`config.mk`:
```
export PLATFORM = sky130hd
export DESIGN_NAME = seq_dffr_pipe
export DESIGN_NICKNAME = d
export VERILOG_FILES = /design/src/rtl/seq_dffr_pipe.sv
export SDC_FILE = /design/constraint.sdc
export NUM_CORES = 1
export LEC_CHECK = 0
export CAP_MARGIN = 15
export CORE_MARGIN = 2
export CORE_UTILIZATION = 36
export CTS_CLUSTER_DIAMETER = 100
export DETAILED_ROUTE_END_ITERATION = 16
export PLACE_DENSITY = 0.67
export SYNTH_ARGS = -nofsm -noshare
export SYNTH_HDL_FRONTEND = slang
export SYNTH_SLANG_ARGS = --single-unit
```
`constraint.sdc`:
```
create_clock -name clk -period 3.2 [get_ports clk]
set_input_delay 0.32 -clock clk [delete_from_list [all_inputs] [get_ports clk]]
set_output_delay 0.32 -clock clk [all_outputs]
set_load 0.02 [all_outputs]
```
`src/rtl/seq_dffr_pipe.sv`:
```
// ----------------------------------------------------------------------------
// seq_dffr_pipe
//   Elastic register pipeline of DEPTH stages with valid/ready handshakes at
//   both ends. Each stage owns a valid bit and a WIDTH-bit data register.
//   A stage advances whenever it is "free": empty, or about to be emptied by
//   the stage downstream (or by the consumer, for the last stage). This gives
//   one item per cycle when unstalled, DEPTH-cycle latency, and bubble
//   collapse when the output stalls.
//
//   Optional feature macro: SEQ_DFFR_PIPE_CLEAR_EN
//     When defined, adds input 'clear'. A clear flushes every stage back to
//     RESET_VAL and blocks input for that cycle. An output handshake in the
//     same cycle still completes.
//
// Parameters
//   WIDTH      data width in bits (>=1)
//   DEPTH      number of register stages (>=1)
//   RESET_VAL  value loaded into every data register on reset/clear
//
// Ports
//   clk       rising-edge clock
//   reset     synchronous, active-low reset
//   clear     synchronous flush (only with SEQ_DFFR_PIPE_CLEAR_EN)
//   in_val    input item valid
//   in_rdy    pipeline can accept an item this cycle (combinational on out_rdy)
//   in_data   input payload
//   out_val   last stage holds a valid item
//   out_rdy   consumer takes the item this cycle
//   out_data  last-stage payload (registered)
//   count     number of valid stages
// ----------------------------------------------------------------------------

// One pipeline stage: valid bit plus data register. The data register only
// moves when a valid item is loaded, so an empty stage keeps its last value.
module seq_dffr_pipe_stage #(
    parameter int               WIDTH     = 8,
    parameter logic [WIDTH-1:0] RESET_VAL = '0
) (
    input  logic             clk,
    input  logic             reset,
    input  logic             i_clr,
    input  logic             i_load,
    input  logic             i_vld,
    input  logic [WIDTH-1:0] i_data,
    output logic             o_vld,
    output logic [WIDTH-1:0] o_data
);
    logic             r_vld;
    logic [WIDTH-1:0] r_data;

    always_ff @(posedge clk) begin
        if (!reset || i_clr) begin
            r_vld  <= 1'b0;
            r_data <= RESET_VAL;
        end else if (i_load) begin
            r_vld <= i_vld;
            if (i_vld) begin
                r_data <= i_data;
            end
        end
    end

    assign o_vld  = r_vld;
    assign o_data = r_data;
endmodule

module seq_dffr_pipe #(
    parameter int               WIDTH     = 8,
    parameter int               DEPTH     = 3,
    parameter logic [WIDTH-1:0] RESET_VAL = '0
) (
    input  logic                       clk,
    input  logic                       reset,
`ifdef SEQ_DFFR_PIPE_CLEAR_EN
    input  logic                       clear,
`endif
    input  logic                       in_val,
    output logic                       in_rdy,
    input  logic [WIDTH-1:0]           in_data,
    output logic                       out_val,
    input  logic                       out_rdy,
    output logic [WIDTH-1:0]           out_data,
    output logic [$clog2(DEPTH+1)-1:0] count
);
    localparam int CW = $clog2(DEPTH+1);

    logic [DEPTH-1:0]            w_vld_pipe;   // registered valid per stage
    logic [DEPTH-1:0][WIDTH-1:0] w_data_pipe;  // registered data per stage
    logic [DEPTH-1:0]            w_free;       // stage may load this edge
    logic [DEPTH-1:0]            w_up_vld;     // valid presented to each stage
    logic [DEPTH-1:0][WIDTH-1:0] w_up_data;    // data presented to each stage
    logic [CW-1:0]               w_cnt;
    logic                        w_clr;

`ifdef SEQ_DFFR_PIPE_CLEAR_EN
    assign w_clr = clear;
`else
    assign w_clr = 1'b0;
`endif

    // Freeness ripples from the output back to the input: a stage is free if
    // it is empty or everything downstream of it is moving. This is the path
    // that makes in_rdy combinational on out_rdy.
    always_comb begin
        w_free            = '0;
        w_free[DEPTH-1]   = !w_vld_pipe[DEPTH-1] || out_rdy;
        for (int i = DEPTH-2; i >= 0; i--) begin
            w_free[i] = !w_vld_pipe[i] || w_free[i+1];
        end
    end

    // Input is refused during a clear so a flushed cycle cannot sneak an item in.
    assign in_rdy = w_free[0] && !w_clr;

    // Each stage takes from its upstream neighbour; stage 0 takes from the port.
    always_comb begin
        w_up_vld     = '0;
        w_up_data    = '0;
        w_up_vld[0]  = in_val && in_rdy;
        w_up_data[0] = in_data;
        for (int i = 1; i < DEPTH; i++) begin
            w_up_vld[i]  = w_vld_pipe[i-1];
            w_up_data[i] = w_data_pipe[i-1];
        end
    end

    for (genvar g = 0; g < DEPTH; g++) begin : g_stage
        seq_dffr_pipe_stage #(
            .WIDTH     (WIDTH),
            .RESET_VAL (RESET_VAL)
        ) u_stage (
            .clk    (clk),
            .reset  (reset),
            .i_clr  (w_clr),
            .i_load (w_free[g]),
            .i_vld  (w_up_vld[g]),
            .i_data (w_up_data[g]),
            .o_vld  (w_vld_pipe[g]),
            .o_data (w_data_pipe[g])
        );
    end

    // Occupancy is the population of the valid bits.
    always_comb begin
        w_cnt = '0;
        for (int i = 0; i < DEPTH; i++) begin
            w_cnt = w_cnt + CW'(w_vld_pipe[i]);
        end
    end

    assign count    = w_cnt;
    assign out_val  = w_vld_pipe[DEPTH-1];
    assign out_data = w_data_pipe[DEPTH-1];
endmodule

```
### After elaboration in Yosys (flattened, before gate mapping)

Index checks and enable logic that the tools add are counted.

* add/sub/neg operators: 2
* reductions and logical operators: 10

Operator list (number)
* AND reduction 2 bit: 3
* logical NOT 1 bit: 3
* logical OR 1 bit: 3
* adder 1 x 1 -> 2 bit: 1
* adder 2 x 1 -> 2 bit: 1
* logical AND 1 bit: 1

* flip-flop bits (word level): 27
* bits of input ports: 12

### Depth between registers and ports, before layout

* depth in word-level cells: 6
* gate-level depth with buffers: 4
* mapped depth without buffers: 3

### Cells and area by module

Synthesis repeated with hierarchy kept, for this count alone.

* cell total of the unflattened synthesis: 129
* area, all modules: 1298.7 um^2

By module, submodules not included
* seq_dffr_pipe_stage: instances 3, cells an instance 41, area an instance 410.4 um^2
* seq_dffr_pipe: instances 1, cells an instance 6, area an instance 67.6 um^2

### Worst setup path before layout

Ideal clock, no wire load.

* path kind: register to output
* from: reg g_stage[2].u_stage.r_vld
* to: out count[0]
* arrival time: 1.076 ns
* setup slack: 1.804 ns
* stages on the path, launching flop included: 2
* path buffers: 0
* cell sequence: dfxtp_1 fa_1

* longest elaborated chain between the ends: 1

RTL lines
* from (decl): line 48 `logic r_vld;`
* from (signal assigned): line 56 `r_vld <= i_vld;`
* adder 2 x 1 -> 2 bit: line 147 `w_cnt = w_cnt + CW'(w_vld_pipe[i]);`
* to (decl): line 83 `output logic [$clog2(DEPTH+1)-1:0] count`

No other way between the ends.

### Final worst setup path

* from: reg g_stage[1].u_stage.r_vld
* to: out count[0]

* longest elaborated chain between the ends: 2

RTL lines (line)
* from (decl): 48
* from (signal assigned): 56
* adder 1 x 1 -> 2 bit: 147
* adder 2 x 1 -> 2 bit: 147

No other way between the ends.

==> flow_summary.json <==
{
  "status": "complete, no violations",
  "route.detailed.drc": 0,
  "min_from": "g_stage[1].u_stage.o_data[4]$_SDFFE_PN0P_",
  "synth_edf_count": 0,
  "syn-cell-area_um2": 1040,
  "synthAdderAreaFrac_pct": 1.92,
  "cts_buffers": 3,
  "power_density_nw_per_um2": 426,
  "final.fill_count": 276,
  "fin_crit_sh_pct": 70.9,
  "cp_slowest_cell": "dfxtp_1",
  "crit_chain": "fa_1 > clkdlybuf4s50_1",
  "critPathBufInv": 1,
  "root_buffer": "clkbuf_4",
  "synth_compound_area_share_pct": 10.7,
  "dieArea_um2": 3340,
  "synthFlopType": "dfxtp_1",
  "worst_ep_required_time_ns": 2.88,
  "path_class": "reg -> out",
  "synth_most_common_cell": "dfxtp_1",
  "synth_common_cells": "dfxtp_1 (27), nand2_1 (24), mux2i_1 (16)",
  "r2r-start": "g_stage[1].u_stage.o_vld$_SDFFE_PN0P_",
  "switchingPower_uw": 136,
  "post_cts_buffers": 0,
  "port_buffers": 23,
  "peakVddDrop_mv": 0.363,
  "pwr-share-clk_pct": 26.3,
  "grt_use_total_pct": 13.8,
  "synth_top_family_by_area": "simple AND/OR/NAND/NOR gates",
  "fin_setup_tns_ns": 0,
  "place_hpwl_mm": 1.47,
  "core_um2": 2760,
  "yosys-top-cells-area": "dfxtp_1 (52%), mux2i_1 (15%), nand2_1 (8.7%)",
  "crit_family": "flip-flops",
  "yosys_warnings": 0,
  "min_period_ns": 2.27,
  "p_leak_uw": 0.000542,
  "cap_violations": 0,
  "grt_pass1_wl_mm": 3.53,
  "drtIter0Drc": 4,
  "grt_pass1_vias": 826,
  "insertion_delay_ns": 0.33,
  "area_growth_pct": 26.4,
  "die_height_um": 57.8,
  "pin_count": 24,
  "ys_seq_area_share_pct": 51.9,
  "yosys.area_share.simple_pct": 16.2,
  "syn_nets": 123,
  "clk_pin_slew_ns": 0.14,
  "worst_setup_path_start_kind": "register",
  "rows": 19,
  "clock_path_buffers": 2,
  "n_antenna_cell": 0,
  "relSlewSlack_pct": 73.5,
  "timing.fmax_ghz": 0.441,
  "critical_path.max_fanout": 12,
  "p_sw_share_pct": 24.3,
  "cts_resized": 0,
  "grt-ovfl-total": 0,
  "worstReg2RegEnd": "g_stage[1].u_stage.o_data[5]$_SDFFE_PN0P_",
  "post-place-ws_ns": 1.30,
  "r2r_slack_ns": 1.76,
  "wirelength_mm": 1.94,
  "vias": 797,
  "worstSetupEndpointType": "output pin",
  "synth_area_per_cell_um2": 9.46,
  "cts_tree": "built",
  "grt_max_degree": 16,
  "yosysTopAreaCell": "dfxtp_1",
  "slowest_delay_ns": 0.59,
  "finalMaxSlewViolations": 0,
  "cts.sinks": 27,
  "tightest_slew_ns": 0.398,
  "ys_ff_latch": 27,
  "layout.nets": 146,
  "post_drt_wl_per_cell_um": 11.9,
  "cp.arrival_ns": 1.95,
  "synthArstFlopShare_pct": 0,
  "seqPwrFrac_pct": 63.2,
  "finalSetupViolCount": 0,
  "synth_xor_area_share_pct": 0,
  "antenna_found_initial": 0,
  "hold_path.class": "reg -> reg",
  "skew_ns": 0.00455,
  "ctsHoldBuffers": 0,
  "ant_nets": 0,
  "rsz0062_at_grt": "no",
  "die_w_um": 57.8,
  "place_congestion": 0.723,
  "syn_inst": 110,
  "p_int_uw": 424,
  "synth_top_area_share_pct": 51.9,
  "reg2reg_depth": 3,
  "synthDistinctLibCells": 18,
  "h-tree-depth": 1,
  "hold_depth": 2,
  "start_util_pct": 37.7,
  "combPwrFrac_pct": 10.4,
  "via_per_inst": 4.89,
  "finalHoldViolations": 0,
  "path_depth": 2,
  "synth_mux_area_share_pct": 15.4,
  "setup_ws_ns": 0.930,
  "drive_above_1_share_pct": 6.82,
  "drtPass1Iterations": 3,
  "holdPathEnd": "g_stage[1].u_stage.o_data[4]$_SDFFE_PN0P_"
}
## power groups by stage
stage | registers, µW | clock network [µW] | logic (µW)
global placement | 361 | 0 | 57.5
CTS | 355 | 152 | 59.3
detailed placement | 362 | 0 | 59.1
global route | 356 | 163 | 64.9
floorplan | 361 | 0 | 35.9
finish | 354 | 148 | 58.5
## metal layers
| layer | vias up | part of all wire (%) | track usage [%] |
|---|---|---|---|
| li1 | 416 | - | - |
| met1 | 355 | 46 | 15.5 |
| met2 | 21 | 46 | 23.7 |
| met3 | 5 | 5.4 | 4.02 |
| met4 | 0 | 2.1 | 6.98 |
| met5 | - | 0 | 0 |
## layout by cell type, fill, tap and decap left out, drive strengths merged, types with 3 or more instances in the layout
master and instances:
nand2 25, o21ai 9, clkbuf 3, a21oi 11
clkdlybuf4s50 23, inv 3, nand3 8, dfxtp 27
mux2i 16
## worst max-delay path by stage
stage                                               start  endpoint  slack (ns)
floorplan           g_stage[2].u_stage.o_vld$_SDFFE_PN0P_  count[0]        1.80
global placement                                  out_rdy    in_rdy        1.31
detailed placement  g_stage[1].u_stage.o_vld$_SDFFE_PN0P_  count[0]        1.30
CTS                 g_stage[1].u_stage.o_vld$_SDFFE_PN0P_  count[0]        0.91
global route        g_stage[1].u_stage.o_vld$_SDFFE_PN0P_  count[0]        0.85
finish              g_stage[1].u_stage.o_vld$_SDFFE_PN0P_  count[0]        0.93
## cell type report
| cell class | instances | area [µm²] | share of cell area [%] |
|---|---|---|---|
| flip-flops and latches | 27 | 541 | 41.1 |
| multi-input cells | 74 | 460 | 35.0 |
| repair buffers | 24 | 238 | 18.1 |
| well taps | 31 | 38.8 | 2.95 |
| clock buffers | 3 | 22.5 | 1.71 |
| inverters | 3 | 11.3 | 0.856 |
| clock inverters | 1 | 5.00 | 0.380 |
## tightest hold or removal path, cell delays in order, from the launching register on
cell and delay (ns):
dfxtp_1 0.34, nand2_1 0.05, mux2i_1 0.05
## cells by family (layout without fill, tap and decap cells)
family	count (synthesis)	in the layout
simple gates	37	37
flops	27	27
mux	16	16
buf+inv	9	31
fa+ha+maj	1	1
compound gates	20	20
## through the flow
stage,area (µm²),power (µW),utilization (%),hold WS (ns),cells
floorplan,1040,396,-,0.439,110
global placement,1290,419,46.7,0.452,159
detailed placement,1290,421,46.7,0.460,159
CTS,1320,566,47.7,0.480,163
global route,1320,584,47.7,0.512,163
finish,1320,560,47.7,0.480,163
## registers in the layout (all words and copies together), names as in the netlist
register / flops
g_stage.u_stage.o_vld: 3
g_stage.u_stage.o_data: 24
Note: power is estimated with default switching activity, not from simulation.
